--- src/rtl/i2c_apb_regfile_fifo.sv ---
// APB register block for the I2C core: PRESCALER/CMD/ADDRESS_RW registers plus TX/RX data FIFOs.
// Latency: one SETUP cycle, then WAIT_STATES PREADY-low cycles, then one PREADY-high cycle where side effects commit.
// Backpressure: a full TX FIFO or empty RX FIFO rejects the APB access with PSLVERR; the core must honour the flags.
// Optional feature: define I2C_REGFILE_IRQ_EN to add IRQ_o and the IRQ_EN register at 0x07.

// Small show-ahead FIFO: push while full and pop while empty are dropped.
module i2c_regfile_fifo #(
    parameter int W     = 8,
    parameter int DEPTH = 4
) (
    input  logic         clk,
    input  logic         rst,
    input  logic         push,
    input  logic [W-1:0] push_dat,
    input  logic         pop,
    output logic [W-1:0] head,
    output logic         empty,
    output logic         full
);
    localparam int PW = $clog2(DEPTH);
    localparam logic [PW:0] FULL_CNT = (PW+1)'(DEPTH);

    logic [W-1:0]  mem [DEPTH];
    logic [PW-1:0] wr_ptr;
    logic [PW-1:0] rd_ptr;
    logic [PW:0]   count;
    logic          do_push;
    logic          do_pop;

    assign empty   = (count == '0);
    assign full    = (count == FULL_CNT);
    assign do_push = push && !full;
    assign do_pop  = pop && !empty;
    assign head    = mem[rd_ptr];

    // Pointers wrap naturally because DEPTH is a power of two.
    always_ff @(posedge clk) begin
        if (rst) begin
            wr_ptr <= '0;
            rd_ptr <= '0;
            count  <= '0;
        end else begin
            if (do_push) wr_ptr <= wr_ptr + PW'(1);
            if (do_pop)  rd_ptr <= rd_ptr + PW'(1);
            case ({do_push, do_pop})
                2'b10:   count <= count + (PW+1)'(1);
                2'b01:   count <= count - (PW+1)'(1);
                default: count <= count;
            endcase
        end
    end

    // Storage has no reset; contents are only observed when non-empty.
    always_ff @(posedge clk) begin
        if (do_push) mem[wr_ptr] <= push_dat;
    end
endmodule

module i2c_apb_regfile_fifo #(
    parameter int DATA_W      = 8,
    parameter int ADDR_W      = 8,
    parameter int TX_DEPTH    = 4,
    parameter int RX_DEPTH    = 4,
    parameter int WAIT_STATES = 0
) (
    input  logic              PCLK_i,
    input  logic              PRESET_i,
    input  logic              PSEL_i,
    input  logic              PENABLE_i,
    input  logic              PWRITE_i,
    input  logic [ADDR_W-1:0] PADDR_i,
    input  logic [DATA_W-1:0] PWDATA_i,
    output logic [DATA_W-1:0] PRDATA_o,
    output logic              PREADY_o,
    output logic              PSLVERR_o,
    input  logic [DATA_W-1:0] STATUS_i,
    output logic [DATA_W-1:0] PRESCALER_o,
    output logic [DATA_W-1:0] CMD_o,
    output logic [DATA_W-1:0] ADDRESS_RW_o,
    output logic [DATA_W-1:0] TX_DATA_o,
    output logic              TX_EMPTY_o,
    input  logic              TX_RD_i,
    input  logic [DATA_W-1:0] RX_DATA_i,
    input  logic              RX_WR_i,
`ifdef I2C_REGFILE_IRQ_EN
    output logic              IRQ_o,
`endif
    output logic              RX_FULL_o
);
    localparam logic [3:0] WS = 4'(WAIT_STATES);

    localparam logic [ADDR_W-1:0] A_PRESC  = ADDR_W'(0);
    localparam logic [ADDR_W-1:0] A_CMD    = ADDR_W'(1);
    localparam logic [ADDR_W-1:0] A_TX     = ADDR_W'(2);
    localparam logic [ADDR_W-1:0] A_RX     = ADDR_W'(3);
    localparam logic [ADDR_W-1:0] A_ADDRRW = ADDR_W'(4);
    localparam logic [ADDR_W-1:0] A_STATUS = ADDR_W'(5);
    localparam logic [ADDR_W-1:0] A_FSTAT  = ADDR_W'(6);
`ifdef I2C_REGFILE_IRQ_EN
    localparam logic [ADDR_W-1:0] A_IRQEN  = ADDR_W'(7);
    logic [DATA_W-1:0] irq_en;
`endif

    typedef enum logic [1:0] {IDLE, SETUP, ACCESS} state_t;

    state_t            state;
    logic [3:0]        wait_cnt;
    logic              err_q;
    logic [DATA_W-1:0] rdat_q;

    logic              access_err;
    logic [DATA_W-1:0] rd_mux;
    logic [DATA_W-1:0] setup_rdat;
    logic              commit;

    logic              tx_full;
    logic              rx_empty;
    logic [DATA_W-1:0] rx_head;

    // Commit only in the PREADY cycle of a still-selected, error-free transfer.
    assign commit     = (state == ACCESS) && PREADY_o && PSEL_i && !PSLVERR_o;
    assign setup_rdat = (access_err || PWRITE_i) ? '0 : rd_mux;

    i2c_regfile_fifo #(.W(DATA_W), .DEPTH(TX_DEPTH)) u_tx_fifo (
        .clk      (PCLK_i),
        .rst      (PRESET_i),
        .push     (commit && PWRITE_i && (PADDR_i == A_TX)),
        .push_dat (PWDATA_i),
        .pop      (TX_RD_i),
        .head     (TX_DATA_o),
        .empty    (TX_EMPTY_o),
        .full     (tx_full)
    );

    i2c_regfile_fifo #(.W(DATA_W), .DEPTH(RX_DEPTH)) u_rx_fifo (
        .clk      (PCLK_i),
        .rst      (PRESET_i),
        .push     (RX_WR_i),
        .push_dat (RX_DATA_i),
        .pop      (commit && !PWRITE_i && (PADDR_i == A_RX)),
        .head     (rx_head),
        .empty    (rx_empty),
        .full     (RX_FULL_o)
    );

    // Decode the access: error classification and read data, sampled in SETUP.
    // TX can only fill and RX only drain through APB, so the verdict stays valid until commit.
    always_comb begin
        access_err = 1'b0;
        rd_mux     = '0;
        if (PWRITE_i) begin
            case (PADDR_i)
                A_PRESC, A_CMD, A_ADDRRW: access_err = 1'b0;
                A_TX:                     access_err = tx_full;
`ifdef I2C_REGFILE_IRQ_EN
                A_IRQEN:                  access_err = 1'b0;
`endif
                default:                  access_err = 1'b1;
            endcase
        end else begin
            case (PADDR_i)
                A_PRESC:  rd_mux = PRESCALER_o;
                A_CMD:    rd_mux = CMD_o;
                A_RX: begin
                    rd_mux     = rx_head;
                    access_err = rx_empty;
                end
                A_ADDRRW: rd_mux = ADDRESS_RW_o;
                A_STATUS: rd_mux = STATUS_i;
                A_FSTAT:  rd_mux[3:0] = {RX_FULL_o, rx_empty, tx_full, TX_EMPTY_o};
`ifdef I2C_REGFILE_IRQ_EN
                A_IRQEN:  rd_mux = irq_en;
`endif
                default:  access_err = 1'b1;
            endcase
        end
    end

    // APB handshake FSM with registered PREADY/PSLVERR/PRDATA.
    always_ff @(posedge PCLK_i) begin
        if (PRESET_i) begin
            state     <= IDLE;
            wait_cnt  <= '0;
            err_q     <= 1'b0;
            rdat_q    <= '0;
            PREADY_o  <= 1'b0;
            PSLVERR_o <= 1'b0;
            PRDATA_o  <= '0;
        end else begin
            case (state)
                IDLE: begin
                    PREADY_o  <= 1'b0;
                    PSLVERR_o <= 1'b0;
                    PRDATA_o  <= '0;
                    if (PSEL_i && !PENABLE_i) state <= SETUP;
                end
                SETUP: begin
                    if (!PSEL_i) begin
                        state <= IDLE;
                    end else begin
                        state    <= ACCESS;
                        wait_cnt <= WS;
                        err_q    <= access_err;
                        rdat_q   <= setup_rdat;
                        if (WS == 4'd0) begin
                            PREADY_o  <= 1'b1;
                            PSLVERR_o <= access_err;
                            PRDATA_o  <= setup_rdat;
                        end
                    end
                end
                ACCESS: begin
                    if (!PSEL_i || PREADY_o) begin
                        state     <= IDLE;
                        PREADY_o  <= 1'b0;
                        PSLVERR_o <= 1'b0;
                        PRDATA_o  <= '0;
                    end else begin
                        wait_cnt <= wait_cnt - 4'd1;
                        if (wait_cnt == 4'd1) begin
                            PREADY_o  <= 1'b1;
                            PSLVERR_o <= err_q;
                            PRDATA_o  <= rdat_q;
                        end
                    end
                end
                default: state <= IDLE;
            endcase
        end
    end

    // Software-writable control registers.
    always_ff @(posedge PCLK_i) begin
        if (PRESET_i) begin
            PRESCALER_o  <= '0;
            CMD_o        <= '0;
            ADDRESS_RW_o <= '0;
`ifdef I2C_REGFILE_IRQ_EN
            irq_en       <= '0;
`endif
        end else if (commit && PWRITE_i) begin
            case (PADDR_i)
                A_PRESC:  PRESCALER_o  <= PWDATA_i;
                A_CMD:    CMD_o        <= PWDATA_i;
                A_ADDRRW: ADDRESS_RW_o <= PWDATA_i;
`ifdef I2C_REGFILE_IRQ_EN
                A_IRQEN:  irq_en       <= PWDATA_i;
`endif
                default: ;
            endcase
        end
    end

`ifdef I2C_REGFILE_IRQ_EN
    // Interrupt is registered, so it follows its condition by one cycle.
    always_ff @(posedge PCLK_i) begin
        if (PRESET_i) IRQ_o <= 1'b0;
        else          IRQ_o <= |(irq_en[2:0] & {!rx_empty, RX_FULL_o, TX_EMPTY_o});
    end
`endif
endmodule
--- config.mk ---
export PLATFORM = sky130hd
export DESIGN_NAME = i2c_apb_regfile_fifo
export DESIGN_NICKNAME = d
export VERILOG_FILES = /design/src/rtl/i2c_apb_regfile_fifo.sv
export SDC_FILE = /design/constraint.sdc
export NUM_CORES = 1
export LEC_CHECK = 0
export CELL_PAD_IN_SITES_DETAIL_PLACEMENT = 0
export CELL_PAD_IN_SITES_GLOBAL_PLACEMENT = 2
export CORE_MARGIN = 3
export CORE_UTILIZATION = 33
export DETAILED_ROUTE_END_ITERATION = 7
export PLACE_DENSITY = 0.81
export SLEW_MARGIN = 20
export SYNTH_ARGS = -nofsm -noshare
export SYNTH_HDL_FRONTEND = slang
export SYNTH_SLANG_ARGS = --single-unit
--- constraint.sdc ---
create_clock -name PCLK_i -period 2.9 [get_ports PCLK_i]
set_input_delay 0.87 -clock PCLK_i [delete_from_list [all_inputs] [get_ports PCLK_i]]
set_output_delay 0.87 -clock PCLK_i [all_outputs]
set_load 0.05 [all_outputs]
# == Word-level counts from Yosys, hierarchy flattened ==
# Memories as Yosys holds them, arrays and structs flattened. A register that Yosys moved wholly into a read port is not among the register bits.
# Cells that the tools add are included.
# op_classes
eq_ne,20
n_mux,36
addsub,9
reduce_logical,39
# ops
operator,n
$mux 8,5
$eq 8x3->1 const B,3
$pmux 4 s6,1
$pmux 8 s3,1
$pmux 4 s5,1
$eq 8x2->1 const B,2
$mux 2,7
$logic_and 1x1->1,12
$pmux 3 s2,2
$mux 1,11
$reduce_and 2->1,5
$add 2x1->2 const B,4
$eq 8x1->1 const B,1
$logic_not 1->1,8
$logic_not 8->1,1
$mux 4,2
$pmux 4 s2,1
$add 3x1->3 const B,2
$eq 2x1->1 const B,3
$eq 2x2->1 const B,3
$eq 3x3->1 const B,2
$logic_not 3->1,2
$ne 2x2->1 const B,3
$pmux 1 s3,2
other kinds (14),20
# totals
register_bits,63
input_bits,39
memories,2
output_inout_bits,44
ramBits,64
# memory_table
memory,words,width,read_ports,rd_ports_with_merged_regs,write_ports,line_no,rtl
u_rx_fifo.mem,4,8,1,1,1,23,logic [W-1:0] mem [DEPTH];
u_tx_fifo.mem,4,8,1,1,1,23,

# == Depth between registers and ports, before layout ==
# Gate-level depths: netlist (run 1).
# depth
ltp_word,9
ltp_mapped,12

# == Cells and area by module ==
# Synthesis (run 1) repeated with hierarchy kept, for this count alone.
# hier_totals
cells_unflattened,473
area_unflattened_um2,5809.3
# by_module_without_submodules
module,area_each_um2,cells_per_inst,seq_area_each_um2,n_inst
i2c_regfile_fifo,1635.3,96,1141.1,2
i2c_apb_regfile_fifo,2538.7,281,980.9,1

# == Least setup slack after synthesis (run 1) ==
# No wires, ideal clock.
# synth_path
path_kind,register to register
start,register u_rx_fifo.count[0]
end,register u_rx_fifo.count[2]
path_buffers,0
required_ns,2.830
path_stages_with_launch,10
path_slack_ns,-0.369
t_arrival_ns,3.199
setup_time_ns,0.070
cell_sequence,dfxtp_1 > nor3b_1 > nor2b_1 > inv_1 > ha_1 > inv_1 > fa_1 > xor2_1 > or3_1 > a21oi_1
# synth_via
elab_chain_cells,5
elab_cells_between_ends,12
# synth_rtl
element,line_no,rtl
from (decl),26,logic [PW:0] count;
from (signal assigned),46,2'b10: count <= count + (PW+1)'(1);
from (signal assigned),47,2'b01: count <= count - (PW+1)'(1);
from (signal assigned),48,default: count <= count;
$eq 3x3->1 *,31,assign full = (count == FULL_CNT);
named net RX_FULL_o,88,output logic RX_FULL_o
$logic_not 1->1 *,32,assign do_push = push && !full;
$logic_and 1x1->1 *,32,
$eq 2x1->1 or $eq 2x2->1 (tied branches),45,"case ({do_push, do_pop})"
$pmux 3 s2 or $reduce_bool 2->1 (tied branches),-,
# Mark *: on every way through the listed nets, which the timed path passes. The rest lies on a longest branch.
# A chain may end at the register's enable or synchronous reset.

# == Final worst setup path (run 1) ==
# layout_path
start,input port PADDR_i[3]
end,register u_rx_fifo.count[2]
# layout_via
elab_chain_cells,5
elab_cells_between_ends,7
# layout_rtl
element,line_no,rtl
from (decl),71,"input logic [ADDR_W-1:0] PADDR_i,"
$eq 8x2->1 *,140,".pop (commit && !PWRITE_i && (PADDR_i == A_RX)),"
$logic_and 1x1->1 *,140,
$logic_and 1x1->1 *,33,assign do_pop = pop && !empty;
named net u_rx_fifo.do_pop,28,logic do_pop;
$eq 2x1->1 or $eq 2x2->1 (tied branches),45,
$pmux 3 s2 or $reduce_bool 2->1 (tied branches),-,
# Marked as above.

==> results of run 1 <==
timing repair:
item	CTS	global route
hold buffers	0	0
setup buffers	2	0
pin swaps	4	1
resized for setup	9	1
setup endpoints to repair	2	9
logic make-up after synthesis:
group | share of synthesized area [%]
buffers and inverters | 3.35
muxes | 11.1
xor gates and xnor gates | 1.80
adders and majority gates | 4.12
and+or+nand+nor | 15.7
AOI/OAI and AO/OA | 7.97
DFF | 56.0
routing by layer:
layer  share of wire [%]  up-vias  routed length (um)  GRT usage, %
li1                    -     2086                   -             -
met1                  47     2088                6830          20.5
met2                  47       85                6750          24.4
met3                 4.1       16                 587          4.41
met4                 1.6        0                 226          5.25
met5                   0        -                   0             0
cell type report:
type	instances	share of cell area, %
tap	220	3.50
timing repair buffer	133	15.8
clock buffer	21	5.60
clock inverter	11	2.05
multi-input combinational	320	30.4
inverter	22	1.05
sequential	131	41.5
path summary, 6_finish.rpt:
kind | endpoint | slack, ps | cells past startpoint
worst min register to register | rdat_q[0] | 460 | 2
worst max-delay path | u_rx_fifo.count[2] | 110 | 9
worst max register to register | u_tx_fifo.count[2] | 440 | 12
worst min-delay path | rdat_q[0] | 460 | 2
worst min-delay path, cell delays in order, from the launching register on:
cell and delay, ps:
dfxtp_1 330, nand2_1 50, o21ai_0 50
stage by stage:
step           setup TNS [ps]  setup slack (ps)
6_report                    0               110
5_1_grt                     0             0.934
4_1_cts                     0              51.0
3_5_place_dp            -4500              -615
3_3_place_gp            -3790              -545
2_1_floorplan            -181              -181
registers in the layout, summed over array words and instances (netlist names), named ones only:
signal	flops
CMD_o	8
u_rx_fifo.mem	32
u_rx_fifo.wr_ptr	2
u_tx_fifo.wr_ptr	2
wait_cnt	4
ADDRESS_RW_o	8
PREADY_o	1
PRDATA_o	8
u_rx_fifo.count	3
PSLVERR_o	1
PRESCALER_o	8
state	2
u_rx_fifo.rd_ptr	2
u_tx_fifo.count	3
rdat_q	8
u_tx_fifo.rd_ptr	2
err_q	1
u_tx_fifo.mem	32
power breakdown:
part	internal (uW)	switching, uW
registers	1970	14.0
clock network	1430	748
logic	119	145
layout by cell type, fill, tap and decap left out, types with 3 or more instances in the layout:
| cell type | synthesis | layout |
|---|---|---|
| buf_12 | 0 | 6 |
| clkdlybuf4s50_1 | 0 | 68 |
| a21oi_1 | 27 | 27 |
| a32oi_1 | 5 | 5 |
| nor2_1 | 58 | 58 |
| mux2_2 | 4 | 4 |
| buf_4 | 1 | 54 |
| o22ai_1 | 7 | 7 |
| nand4_1 | 13 | 13 |
| xor2_1 | 7 | 7 |
| mux4_2 | 16 | 16 |
| and2_1 | 9 | 9 |
| nor4_1 | 3 | 3 |
| clkbuf_16 | 0 | 17 |
| bufinv_16 | 0 | 4 |
| nor3_1 | 8 | 8 |
| o211ai_1 | 7 | 7 |
| mux2i_1 | 24 | 24 |
| dlygate4sd2_1 | 0 | 4 |
| clkbuf_1 | 11 | 4 |
| edfxtp_1 | 64 | 64 |
| nor2b_1 | 4 | 4 |
| ha_1 | 16 | 15 |
| a221oi_1 | 5 | 5 |
| dfxtp_1 | 67 | 66 |
| a22oi_1 | 9 | 9 |
| xnor2_1 | 5 | 5 |
| o21ai_0 | 9 | 9 |
| nand3_1 | 14 | 14 |
| nand2_1 | 35 | 35 |
| inv_1 | 22 | 22 |
| nand2b_1 | 7 | 7 |
==> results by group, run 1 <==
STA
  – Fin Hold WS: 459 ps
  – Transition time of the tightest slew-check pin: 676 ps
  – F_max: 358 MHz
  – Slew Limit Fails: 0
  – RSZ-0062 raised after global routing: false
  – Final hold vios: 0
  – Tcrit/Tclk final: 96.2%
  – Max_slew headroom: 54.6%
  – Final worst path period need: 2790 ps
  – Final Setup Violations: 0
  – Layout Skew: 6.66 ps

Critical path
  – Worst-path cell chain: clkdlybuf4s50_1 -> nor4_4 -> and4_4 -> ha_4 -> inv_1 -> fa_2 -> xor2_1 -> or3_1 -> a21oi_1
  – Arrival time worst endpoint: 3130 ps
  – Max stage delay cell, worst path: clkdlybuf4s50_1
  – Worst Setup End Kind: flop
  – Startpoint types: input port
  – Cell family with most CP delay: simple AND/OR/NAND/NOR gates
  – Crit path from: PADDR_i[3]
  – CP max stage delay: slightly below 500 ps
  – WP buf/inv: 2
  – Critical Path RT: 3240 ps
  – Worst Path Max Fanout: 3
  – CP Class: input port to flop
  – R2R Path Start: state[0]

Floorplan
  – Total core area: 0.0169 mm^2
  – Starting Density: 34.4%
  – Num ports: 83
  – Total die area: 0.0193 mm^2
  – Horiz. Die Dim: 139 um
  – Chip height: 139 um
  – Row count: 47

Place
  – DP HPWL: between 10,000 and 15,000 um
  – GP Congestion: 0.786
  – Placed Instances: 824
  – PortBufs: 82
  – Area post-placement: 0.00723 mm^2

Detailed routing
  – Vias/cell: between 4 and 5
  – DRC viols: 0
  – Router iterations before antenna repair: 4
  – Initial DRC count: 192
  – Detailed Route WL: 14,400 um
  – Routed vias: 4,275
  – Final ANT Viol Nets: 0
  – Wirelength per Cell: roughly 17 um

Min path
  – Worst Min Path Start: rdat_q[0]
  – HP Class: flop to flop

Global route
  – First-pass GRT wire length: between 20,000 and 25,000 um
  – Total gr overflow: 0
  – Initial antenna violation count: 0
  – Vias in the first global route: 4,380
  – Largest net degree at the start of global routing: between 40 and 50
  – Total track usage: between 10% and 20%

Yosys
  – Ys async rst share: 0%
  – Synth unique cells: 50
  – Post-synth EDFFs: 64
  – Post-synthesis sequential area ratio: 56.0%
  – Mapped cell area: slightly below 0.006 mm^2
  – Post-synthesis register bit count: 131
  – Synthesized net count: approximately 560
  – Synth area leaders: edfxtp_1 (33%), dfxtp_1 (23%), mux4_2 (6.2%)
  – Most frequent cell after synthesis: dfxtp_1
  – Post-Syn Instances: between 400 and 500
  – Commonest cells in the synthesized netlist: dfxtp_1 (67), edfxtp_1 (64), nor2_1 (58)
  – Top FF cell, synth: dfxtp_1
  – Synth top area share: between 30% and 40%
  – Synth warn: 0
  – Mapped Avg Cell Area: 11.7 um^2
  – Synth area leader: edfxtp_1

Finish
  – NumNets Final: 682
  – Share of cells above drive strength 1: 19.3%
  – FF+latch area: 0.00326 mm^2
  – Ant. Diodes: 0
  – Post-Layout Cell Count: approximately 860
  – P&R area growth vs syn: 35.0%
  – Final Core Density: approximately 46%
  – Footprint of the multi-input gates: 0.00239 mm^2
  – Final Instance Area: 0.00787 mm^2
  – FILL cells: ~1,500

Clock network
  – Htree depth: 4
  – CTS max path bufs: 2
  – CTS buffer count: 17
  – Clk slew on worst S/H paths: 50 ps
  – Worst skew pair latency: 410 ps
  – TritonCTS clock tree: yes
  – CTS Root Cell: clkbuf_16
  – Clock sinks: 131

Power and ir drop
  – VDD IR max: between 0.4 and 0.5 mV
  – PD cells: 563 mW/mm^2
  – Final Power: 4430 uW
  – Leakage: 0.00285 uW

Run
  – Maxcap violations: 0

Outcome
  – Outcome: finished, final reports clean
Note: power is estimated with default switching activity, not from simulation.
==> run 2, diff against run 1 <==
- CAP_MARGIN: default -> 15
==> results of run 2 <==
Final layout, timing and power as in run 1 (identical DEF).
